### src/rtl/uart_pkg.sv
// -----------------------------------------------------------------------------
// uart_pkg
// Shared definitions for the UART receive controller slice:
//   - DATA_W : received byte width
//   - DIV_W  : receiver clock-divider width
//   - rx_state_t : handshake FSM states (IDLE, CLEAR, WAIT_LOW)
// -----------------------------------------------------------------------------
package uart_pkg;

  localparam int DATA_W = 8;
  localparam int DIV_W  = 16;

  typedef enum logic [1:0] {
    IDLE     = 2'd0,
    CLEAR    = 2'd1,
    WAIT_LOW = 2'd2
  } rx_state_t;

endpackage : uart_pkg

### src/rtl/uart_rx_fifo.sv
// -----------------------------------------------------------------------------
// uart_rx_fifo
// Synchronous FIFO, DEPTH entries (power of two, >= 2) of WIDTH bits.
// Ports:
//   clk, rst_n      : clock, async active-low reset (pointers/level only)
//   push, wdata     : write strobe and data; caller must not push when full
//                     unless it pops in the same cycle
//   pop             : read strobe; caller must not pop when empty
//   rdata           : head entry (combinational read of the registered array)
//   full, empty     : occupancy flags
//   level           : occupancy 0..DEPTH
// -----------------------------------------------------------------------------
module uart_rx_fifo #(
  parameter int DEPTH = 4,
  parameter int WIDTH = 8
) (
  input  logic                     clk,
  input  logic                     rst_n,
  input  logic                     push,
  input  logic [WIDTH-1:0]         wdata,
  input  logic                     pop,
  output logic [WIDTH-1:0]         rdata,
  output logic                     full,
  output logic                     empty,
  output logic [$clog2(DEPTH):0]   level
);

  localparam int AW = $clog2(DEPTH);
  localparam int LW = AW + 1;

  logic [WIDTH-1:0] r_mem [DEPTH];
  logic [AW-1:0]    r_wptr;
  logic [AW-1:0]    r_rptr;
  logic [LW-1:0]    r_level;

  // NOTE: the storage array has no reset; only pointers and level do. Entries
  // are never read before written because valid is derived from the level.
  always_ff @(posedge clk) begin
    if (push) begin
      r_mem[r_wptr] <= wdata;
    end
  end

  // Pointers are AW bits wide, so +1 wraps modulo DEPTH for free.
  // NOTE: sequential state uses non-blocking assignments so every register
  // samples pre-edge values regardless of statement order.
  always_ff @(posedge clk or negedge rst_n) begin
    if (!rst_n) begin
      r_wptr  <= '0;
      r_rptr  <= '0;
      r_level <= '0;
    end else begin
      if (push) r_wptr <= r_wptr + 1'b1;
      if (pop)  r_rptr <= r_rptr + 1'b1;
      case ({push, pop})
        2'b10:   r_level <= r_level + 1'b1;
        2'b01:   r_level <= r_level - 1'b1;
        default: r_level <= r_level;
      endcase
    end
  end

  assign rdata = r_mem[r_rptr];
  assign level = r_level;
  assign empty = (r_level == '0);
  assign full  = (r_level == LW'(DEPTH));

endmodule : uart_rx_fifo

### src/rtl/uart_rx_controller.sv
// -----------------------------------------------------------------------------
// uart_rx_controller
// Sequences one UartRx receiver: holds its configuration, drains each received
// byte through the ready/clear_ready handshake into a FIFO and presents the
// bytes as a valid/ready stream. Sticky overrun flags a dropped byte.
//
// Optional feature: define UART_RX_CTRL_TIMEOUT_EN to enable the idle timeout
// counter driving timeout_o; otherwise timeout_o is tied 0.
//
// Ports:
//   clock_i, reset_i        : clock (rising edge), async active-low reset
//   enable_i                : 1 = drain receiver, 0 = idle / config writable
//   cfg_write_i, cfg_*_i    : configuration write strobe and values
//   clock_divider_o,
//   parity_bit_o,
//   parity_even_o           : configuration to the receiver
//   rx_data_i, rx_ready_i   : byte and ready flag from the receiver
//   rx_clear_ready_o        : one-cycle acknowledge to the receiver
//   data_o, valid_o, ready_i: consumer stream (head byte, non-empty, accept)
//   level_o                 : FIFO occupancy 0..DEPTH
//   overrun_o, overrun_clear_i : sticky drop flag and its clear
//   timeout_o               : idle timeout
// -----------------------------------------------------------------------------
module uart_rx_controller
  import uart_pkg::*;
#(
  parameter int               DEPTH          = 4,
  parameter logic [DIV_W-1:0] RESET_DIVIDER  = 16'd2,
  parameter int               TIMEOUT_CYCLES = 64
) (
  input  logic                     clock_i,
  input  logic                     reset_i,
  input  logic                     enable_i,
  input  logic                     cfg_write_i,
  input  logic [DIV_W-1:0]         cfg_divider_i,
  input  logic                     cfg_parity_bit_i,
  input  logic                     cfg_parity_even_i,
  output logic [DIV_W-1:0]         clock_divider_o,
  output logic                     parity_bit_o,
  output logic                     parity_even_o,
  input  logic [DATA_W-1:0]        rx_data_i,
  input  logic                     rx_ready_i,
  output logic                     rx_clear_ready_o,
  output logic [DATA_W-1:0]        data_o,
  output logic                     valid_o,
  input  logic                     ready_i,
  output logic [$clog2(DEPTH):0]   level_o,
  output logic                     overrun_o,
  input  logic                     overrun_clear_i,
  output logic                     timeout_o
);

  rx_state_t r_state;
  rx_state_t w_next_state;

  logic w_take;      // byte offered by receiver is consumed this cycle
  logic w_cfg_we;
  logic w_pop;
  logic w_push;
  logic w_drop;
  logic w_full;
  logic w_empty;

  logic [DIV_W-1:0] r_divider;
  logic             r_parity_bit;
  logic             r_parity_even;
  logic             r_overrun;

  // ---------------------------------------------------------------------------
  // FSM: state register
  // ---------------------------------------------------------------------------
  always_ff @(posedge clock_i or negedge reset_i) begin
    if (!reset_i) r_state <= IDLE;
    else          r_state <= w_next_state;
  end

  // ---------------------------------------------------------------------------
  // FSM: next state. Once a byte is taken the handshake always completes,
  // even if enable_i drops, and WAIT_LOW blocks re-capture of the same byte.
  // ---------------------------------------------------------------------------
  // NOTE: every combinational output gets a default first so no path leaves
  // it unassigned and a latch cannot be inferred.
  always_comb begin
    w_next_state = r_state;
    case (r_state)
      IDLE:     if (enable_i && rx_ready_i) w_next_state = CLEAR;
      CLEAR:    w_next_state = WAIT_LOW;
      WAIT_LOW: if (!rx_ready_i)            w_next_state = IDLE;
      default:  w_next_state = IDLE;
    endcase
  end

  // ---------------------------------------------------------------------------
  // FSM: outputs
  // ---------------------------------------------------------------------------
  always_comb begin
    rx_clear_ready_o = 1'b0;
    w_take           = 1'b0;
    w_cfg_we         = 1'b0;
    case (r_state)
      IDLE: begin
        w_take   = enable_i & rx_ready_i;
        w_cfg_we = ~enable_i & cfg_write_i;
      end
      CLEAR:   rx_clear_ready_o = 1'b1;
      default: ;
    endcase
  end

  // A same-cycle pop frees a slot before the push is judged.
  assign w_pop  = valid_o & ready_i;
  assign w_push = w_take & (~w_full | w_pop);
  assign w_drop = w_take & w_full & ~w_pop;

  // ---------------------------------------------------------------------------
  // Configuration and overrun
  // ---------------------------------------------------------------------------
  always_ff @(posedge clock_i or negedge reset_i) begin
    if (!reset_i) begin
      r_divider     <= RESET_DIVIDER;
      r_parity_bit  <= 1'b0;
      r_parity_even <= 1'b0;
    end else if (w_cfg_we) begin
      r_divider     <= cfg_divider_i;
      r_parity_bit  <= cfg_parity_bit_i;
      r_parity_even <= cfg_parity_even_i;
    end
  end

  // Set has priority over a coincident clear.
  always_ff @(posedge clock_i or negedge reset_i) begin
    if (!reset_i)             r_overrun <= 1'b0;
    else if (w_drop)          r_overrun <= 1'b1;
    else if (overrun_clear_i) r_overrun <= 1'b0;
  end

  assign clock_divider_o = r_divider;
  assign parity_bit_o    = r_parity_bit;
  assign parity_even_o   = r_parity_even;
  assign overrun_o       = r_overrun;

  // ---------------------------------------------------------------------------
  // FIFO
  // ---------------------------------------------------------------------------
  uart_rx_fifo #(
    .DEPTH (DEPTH),
    .WIDTH (DATA_W)
  ) u_fifo (
    .clk   (clock_i),
    .rst_n (reset_i),
    .push  (w_push),
    .wdata (rx_data_i),
    .pop   (w_pop),
    .rdata (data_o),
    .full  (w_full),
    .empty (w_empty),
    .level (level_o)
  );

  assign valid_o = ~w_empty;

  // ---------------------------------------------------------------------------
  // Idle timeout
  // ---------------------------------------------------------------------------
`ifdef UART_RX_CTRL_TIMEOUT_EN
  localparam int TW = $clog2(TIMEOUT_CYCLES + 1);

  logic [TW-1:0] r_to_cnt;

  always_ff @(posedge clock_i or negedge reset_i) begin
    if (!reset_i) begin
      r_to_cnt <= '0;
    end else if (w_push || w_pop) begin
      r_to_cnt <= '0;
    end else if (valid_o && (r_to_cnt != TW'(TIMEOUT_CYCLES))) begin
      r_to_cnt <= r_to_cnt + 1'b1;
    end
  end

  assign timeout_o = (r_to_cnt == TW'(TIMEOUT_CYCLES));
`else
  logic w_unused_timeout;
  assign w_unused_timeout = (TIMEOUT_CYCLES != 0);
  assign timeout_o        = 1'b0;
`endif

endmodule : uart_rx_controller
### config.mk
export PLATFORM = sky130hd
export DESIGN_NAME = uart_rx_controller
export DESIGN_NICKNAME = d
export VERILOG_FILES = /design/src/rtl/uart_pkg.sv /design/src/rtl/uart_rx_fifo.sv /design/src/rtl/uart_rx_controller.sv
export SDC_FILE = /design/constraint.sdc
export NUM_CORES = 1
export LEC_CHECK = 0
export ABC_CLOCK_PERIOD_IN_PS = 2750
export CELL_PAD_IN_SITES_DETAIL_PLACEMENT = 1
export CELL_PAD_IN_SITES_GLOBAL_PLACEMENT = 1
export CORE_ASPECT_RATIO = 0.75
export CORE_MARGIN = 2
export CORE_UTILIZATION = 39
export DETAILED_ROUTE_END_ITERATION = 10
export GPL_TIMING_DRIVEN = 0
export PLACE_DENSITY_LB_ADDON = 0.1
export SLEW_MARGIN = 5
export SYNTH_ARGS = -nofsm -noshare
export SYNTH_HDL_FRONTEND = slang
export SYNTH_SLANG_ARGS = --single-unit
### constraint.sdc
create_clock -name clock_i -period 2.75 [get_ports clock_i]
set_clock_uncertainty 0.2 [all_clocks]
set_input_delay 0.275 -clock clock_i [delete_from_list [all_inputs] [get_ports clock_i]]
set_output_delay 0.275 -clock clock_i [all_outputs]
set_load 0.1 [all_outputs]
==> flow_summary.toml, run 1 <==
[timing]
fmax_ghz = 0.3720
slew_headroom_pct = 33.47
period_needed_ns = 2.688
min_period_over_period_pct = 97.75
hold_viol = 0
rsz0062_at_grt = "false"
tightest_slew_ns = 0.9948
drv_slew = 0
setup_viol = 0
setup_tns_ns = 0

[synth]
synthCells = 135
synth.top_cell.area_share_pct = 39.47
syn_nets = 173
synth_area_per_cell_um2 = 18.04
synthFlopType = "edfxtp_1"
synthesis.area_mm2 = 0.002435
synth_seq_area_share_pct = 68.29
ys_seq_elements = 60
yosysWarningCount = 0
yosys-top-cells-area = "edfxtp_1 (39%), dfrtp_1 (28%), mux2_2 (7.9%), mux4_2 (7.4%), ha_1 (2.1%)"
synth_top_area_cell = "edfxtp_1"
synth_edf_count = 32
synth_cell_types = 37
async_flop_share_pct = 46.67

[drt]
dr_wl_met2_um = 2718
routedWlPerCell_um = 17.40
top_layer_used = "met4"
first_pass_iters = 4
viasPerCell = 4.748
vias = 1396
drt_iter0_drc = 61
postRouteAntennaNets = 0
wl_met3_um = 280
wl_um = 5117
wl_met1_um = 2074
drc = 0

[grt]
grt_usage_pct = 16.90
grt_pass1_vias = 1609
grt_pass1_wl_um = 8280
antenna_found_initial = 0
grt_max_degree = 29
overflow = 0

[final_layout]
final_cell_mix = "clkdlybuf4s50_1 (55), edfxtp_1 (32), dfrtp_1 (24)"
nets = 249
antennaDiodeCount = 0
final_common_cell = "clkdlybuf4s50_1"
drive_gt1_share_pct = 31.02
area_delta_synth_final_pct = 41.78

[floorplan]
die_area_mm2 = 0.006898
die_x_um = 95.24
io_pins = 66
start_util_pct = 41.16
die_height_um = 72.43
rows = 24
core_mm2 = 0.005916

[hold_path]
hold_class = "in2async"

[clock_tree]
cts_buffer_depth = 2
postCtsSetupBuffers = 0
numCtsBuffers = 9
path_clk_slew_ns = 0.07
clkLatencyLatePin_ns = 0.33
clockRootBuffer = "clkbuf_8"
cts_tree = "done"
cts.sinks = 60
h-tree-depth = 3

[placed_design]
gp_congestion = 0.6783
dp_hpwl_um = 3714
port_buffers = 64

[worst_setup_path]
cp_max_fo = 6
cp-start-kind = "flip-flop"
end_kind = "primary output"
crit_type = "reg2out"
cp.arrival_ns = 2.21
rr_worst_depth = 7
crit_required_ns = 2.28

[flow_run]
cap_viol_max_count = 0

[run_status]
status = "finished clean"
==> worst max-delay path: stages, from the launching register on <==
cell	delay, ns
dfrtp_4	0.51
or3_4	0.40
clkdlybuf4s50_1	0.97
==> synth_stat cells, drive strengths merged (2+ instances only) <==
cell and n:
nor2b 2, nand2b 2, dfrtp 27, mux4 8, mux2 19, and2 5
edfxtp 32, ha 4, inv 6, buf 6, nand2 3, or3 2
xnor2 3
==> path summary, 6_finish.rpt <==
check / startpoint / to / slack (ns)
max in group asynchronous: reset_i / u_fifo.level[1]$_DFFE_PN0P_ / 1.58
worst max-delay path: u_fifo.level[0]$_DFFE_PN0P_ / valid_o / 0.06
worst min-delay path: reset_i / r_state[1]$_DFFE_PN0P_ / 0.29
worst max register to register: u_fifo.level[0]$_DFFE_PN0P_ / u_fifo.level[2]$_DFFE_PN0P_ / 0.44
worst min register to register: parity_even_o$_DFFE_PN0P_ / parity_even_o$_DFFE_PN0P_ / 0.31
min in group clock_i: parity_even_o$_DFFE_PN0P_ / parity_even_o$_DFFE_PN0P_ / 0.31
==> state kept, by name, summed over array words and instances, names as in the netlist <==
name             cells
parity_bit_o         1
clock_divider_o     16
overrun_o            1
u_fifo.level         3
u_fifo.r_mem        32
r_state              2
u_fifo.r_rptr        2
u_fifo.r_wptr        2
parity_even_o        1
==> logic make-up after synthesis <==
| group | Yosys count | share of synthesized area [%] |
|---|---|---|
| buffers and inverters | 12 | 2.723 |
| flip-flops | 60 | 68.29 |
| AND/OR/NAND/NOR | 20 | 6.475 |
| other | 1 | 0.1540 |
| adder cells (fa/ha/maj) | 5 | 2.878 |
| AO/OA/AOI/OAI | 5 | 1.285 |
| multiplexers | 28 | 16.75 |
| XOR/XNOR | 4 | 1.439 |
==> routing by layer <==
metal | vias up | global-route usage [%]
met2 | 40 | 28.25
met3 | 4 | 6.334
met5 | - | 0
met1 | 701 | 20.25
li1 | 651 | -
met4 | 0 | 5.797
==> repair_timing <==
item,4_1_cts,5_1_grt
setup endpoints to repair,8,1
gates cloned,0,0
endpoints found under the hold margin,0,27
resized for setup,23,1
pin swaps,0,0
hold buffers,0,1
==> cell type report <==
class                           count  area (um2)
Tap cell                           78       97.59
Inverter                            6       22.52
Sequential cell                    60        1674
Clock buffer                       12       198.9
Buffer                              6       43.79
Clock inverter                      4       56.30
Multi-Input combinational cell     63       709.4
Timing Repair Buffer               65       649.4
Fill cell                         551        2464
==> metrics by stage <==
step / std cells / setup slack [ns] / util [%] / hold slack [ns] / cell area, um2
finish: 294 / 0.06177 / 58.35 / 0.2948 / 3452
global route: 294 / 0.006536 / 58.35 / 0.3191 / 3452
CTS: 293 / 0.0002367 / 58.35 / 0.3087 / 3452
detailed placement: 277 / 0.05872 / 53.89 / 0.2968 / 3188
global placement: 277 / 0.06066 / 53.89 / 0.2693 / 3188
floorplan: 135 / 0.09793 / - / -0.2206 / 2450
Power of run 1 is not shown: default switching activity piles up to over one toggle a cycle in this logic, so the estimate is an artifact.
==> inputs of run 2 (changes only) <==
--- a/config.mk
+++ b/config.mk
@@ -12,7 +12,6 @@
 export CORE_MARGIN = 2
 export CORE_UTILIZATION = 39
 export DETAILED_ROUTE_END_ITERATION = 10
-export GPL_TIMING_DRIVEN = 0
 export PLACE_DENSITY_LB_ADDON = 0.1
 export SLEW_MARGIN = 5
 export SYNTH_ARGS = -nofsm -noshare
==> run 2 against run 1 <==
- sequential cell count stayed put
- sequential share of layout area is 2.3 points higher
- utilization decreased by 2.7 points
- fmax is 13% higher
==> flow_summary.toml, run 2 (synthesis results as in run 1) <==
[final_layout]
nets = 245
largest_reg_flops = 32
area_delta_synth_final_pct = 35.25
largest_register = "u_fifo.r_mem"
regArea_mm2 = 0.001674
drive_gt1_share_pct = 40.57
antennaDiodeCount = 0
final_cell_mix = "buf_4 (35), clkdlybuf4s50_1 (32), edfxtp_1 (32)"
final_common_cell = "buf_4"
multi_input_area_um2 = 709.4
fill_cells = 550

[timing]
whs_ns = 0.1317
rsz0062_at_grt = "false"
period_needed_ns = 2.377
min_period_over_period_pct = 86.45
drv_slew = 0
setup_tns_ns = 0
hold_viol = 0
fmax_ghz = 0.4206
slew_headroom_pct = 60.50
setup_viol = 0
fin_ws_ns = 0.3726
tightest_slew_ns = 0.5924

[run_status]
status = "finished clean"

[placed_design]
place_ws_ns = 0.1642
gp_congestion = 0.7345
dp_hpwl_um = 3468
port_buffers = 64

[flow_run]
cap_viol_max_count = 0

[floorplan]
core_mm2 = 0.005916
rows = 24
io_pins = 66
die_x_um = 95.24
die_height_um = 72.43
die_area_mm2 = 0.006898
start_util_pct = 41.16

[worst_setup_path]
path_cells = "mux4_2 > buf_4"
slowest_stage = "dfrtp_1"
crit_family = "flip-flops"
crit_type = "reg2out"
cp.arrival_ns = 1.90
cp_max_fo = 10
cp-start-kind = "flip-flop"
end_kind = "primary output"
crit_required_ns = 2.28
path_buf_inv = 1
cpPeakStageDelay_ns = 0.72

[clock_tree]
clkLatencyLatePin_ns = 0.32
cts_buffer_depth = 2
path_clk_slew_ns = 0.06
cts_tree = "done"
numCtsBuffers = 9
cts.sinks = 60
ctsResizeCount = 0
postCtsSetupBuffers = 0
h-tree-depth = 3
hold_buffers = 0
clockRootBuffer = "clkbuf_8"

[grt]
grt_max_degree = 29
grt_pass1_wl_um = 8004
grt_pass1_vias = 1567
grt_usage_pct = 16.14
overflow = 0
antenna_found_initial = 0

[hold_path]
hold_class = "in2async"

[drt]
viasPerCell = 4.841
wl_um = 4825
drt_iter0_drc = 44
postRouteAntennaNets = 0
drc = 0
routedWlPerCell_um = 16.64
vias = 1404
first_pass_iters = 4
[run 2: cell types whose count changed in the layout (fill, tap and decap cells not counted), sizes merged]
| cell | previous run | this run |
|---|---|---|
| buf | 7 | 35 |
| clkdlybuf4s50 | 55 | 32 |
| clkdlybuf4s15 | 7 | 0 |
| clkbuf | 13 | 10 |
| clkinv | 1 | 4 |
| inv | 8 | 6 |
| bufinv | 1 | 2 |
| dlygate4sd3 | 1 | 0 |
[run 2: final timing paths]
| kind | start | slack, ns | to | cells past startpoint |
|---|---|---|---|---|
| worst min-delay path | reset_i | 0.13 | r_state[1]$_DFFE_PN0P_ | 2 |
| worst max-delay path | u_fifo.r_rptr[0]$_DFFE_PN0P_ | 0.37 | data_o[0] | 2 |
| max in group asynchronous | reset_i | 1.91 | clock_divider_o[1]$_DFFE_PN1P_ | 2 |
| worst min register to register | clock_divider_o[2]$_DFFE_PN0P_ | 0.31 | clock_divider_o[2]$_DFFE_PN0P_ | 1 |
| worst max register to register | u_fifo.level[1]$_DFFE_PN0P_ | 0.45 | u_fifo.level[2]$_DFFE_PN0P_ | 7 |
| min in group clock_i | clock_divider_o[2]$_DFFE_PN0P_ | 0.31 | clock_divider_o[2]$_DFFE_PN0P_ | 1 |
[run 2: final cells by class]
class | instances | share of cell area [%]
Clock inverter | 6 | 2.394
Sequential cell | 60 | 50.84
Timing Repair Buffer | 67 | 17.71
Inverter | 6 | 0.6839
Tap cell | 78 | 2.964
Clock buffer | 10 | 3.875
Multi-Input combinational cell | 63 | 21.54
[run 2: stage by stage]
step           std cells  cell area, um2  utilization [%]
2_1_floorplan        135            2450                -
3_3_place_gp         274            3087            52.18
3_5_place_dp         274            3087            52.18
4_1_cts              290            3293            55.67
5_1_grt              290            3293            55.67
6_report             290            3293            55.67
[run 2: per-layer routing]
| layer | GRT usage, % | vias up | wire length (um) | part of all wire (%) |
|---|---|---|---|---|
| li1 | - | 641 | - | - |
| met1 | 19.72 | 716 | 2061 | 43 |
| met2 | 26.06 | 40 | 2396 | 50 |
| met3 | 5.088 | 7 | 266 | 5.5 |
| met4 | 8.052 | 0 | 100 | 2.1 |
| met5 | 0 | - | 0 | 0 |
Power of run 2 is left out for the same reason.
==> inputs of run 3 (changes only) <==
--- a/config.mk
+++ b/config.mk
@@ -5,7 +5,7 @@
 export SDC_FILE = /design/constraint.sdc
 export NUM_CORES = 1
 export LEC_CHECK = 0
-export ABC_CLOCK_PERIOD_IN_PS = 2750
+export CAP_MARGIN = 20
 export CELL_PAD_IN_SITES_DETAIL_PLACEMENT = 1
 export CELL_PAD_IN_SITES_GLOBAL_PLACEMENT = 1
 export CORE_ASPECT_RATIO = 0.75
==> results of run 3 <==
Same layout as run 2: the final DEF is identical, and so are final timing and power.
Power of run 3 is left out for the same reason.
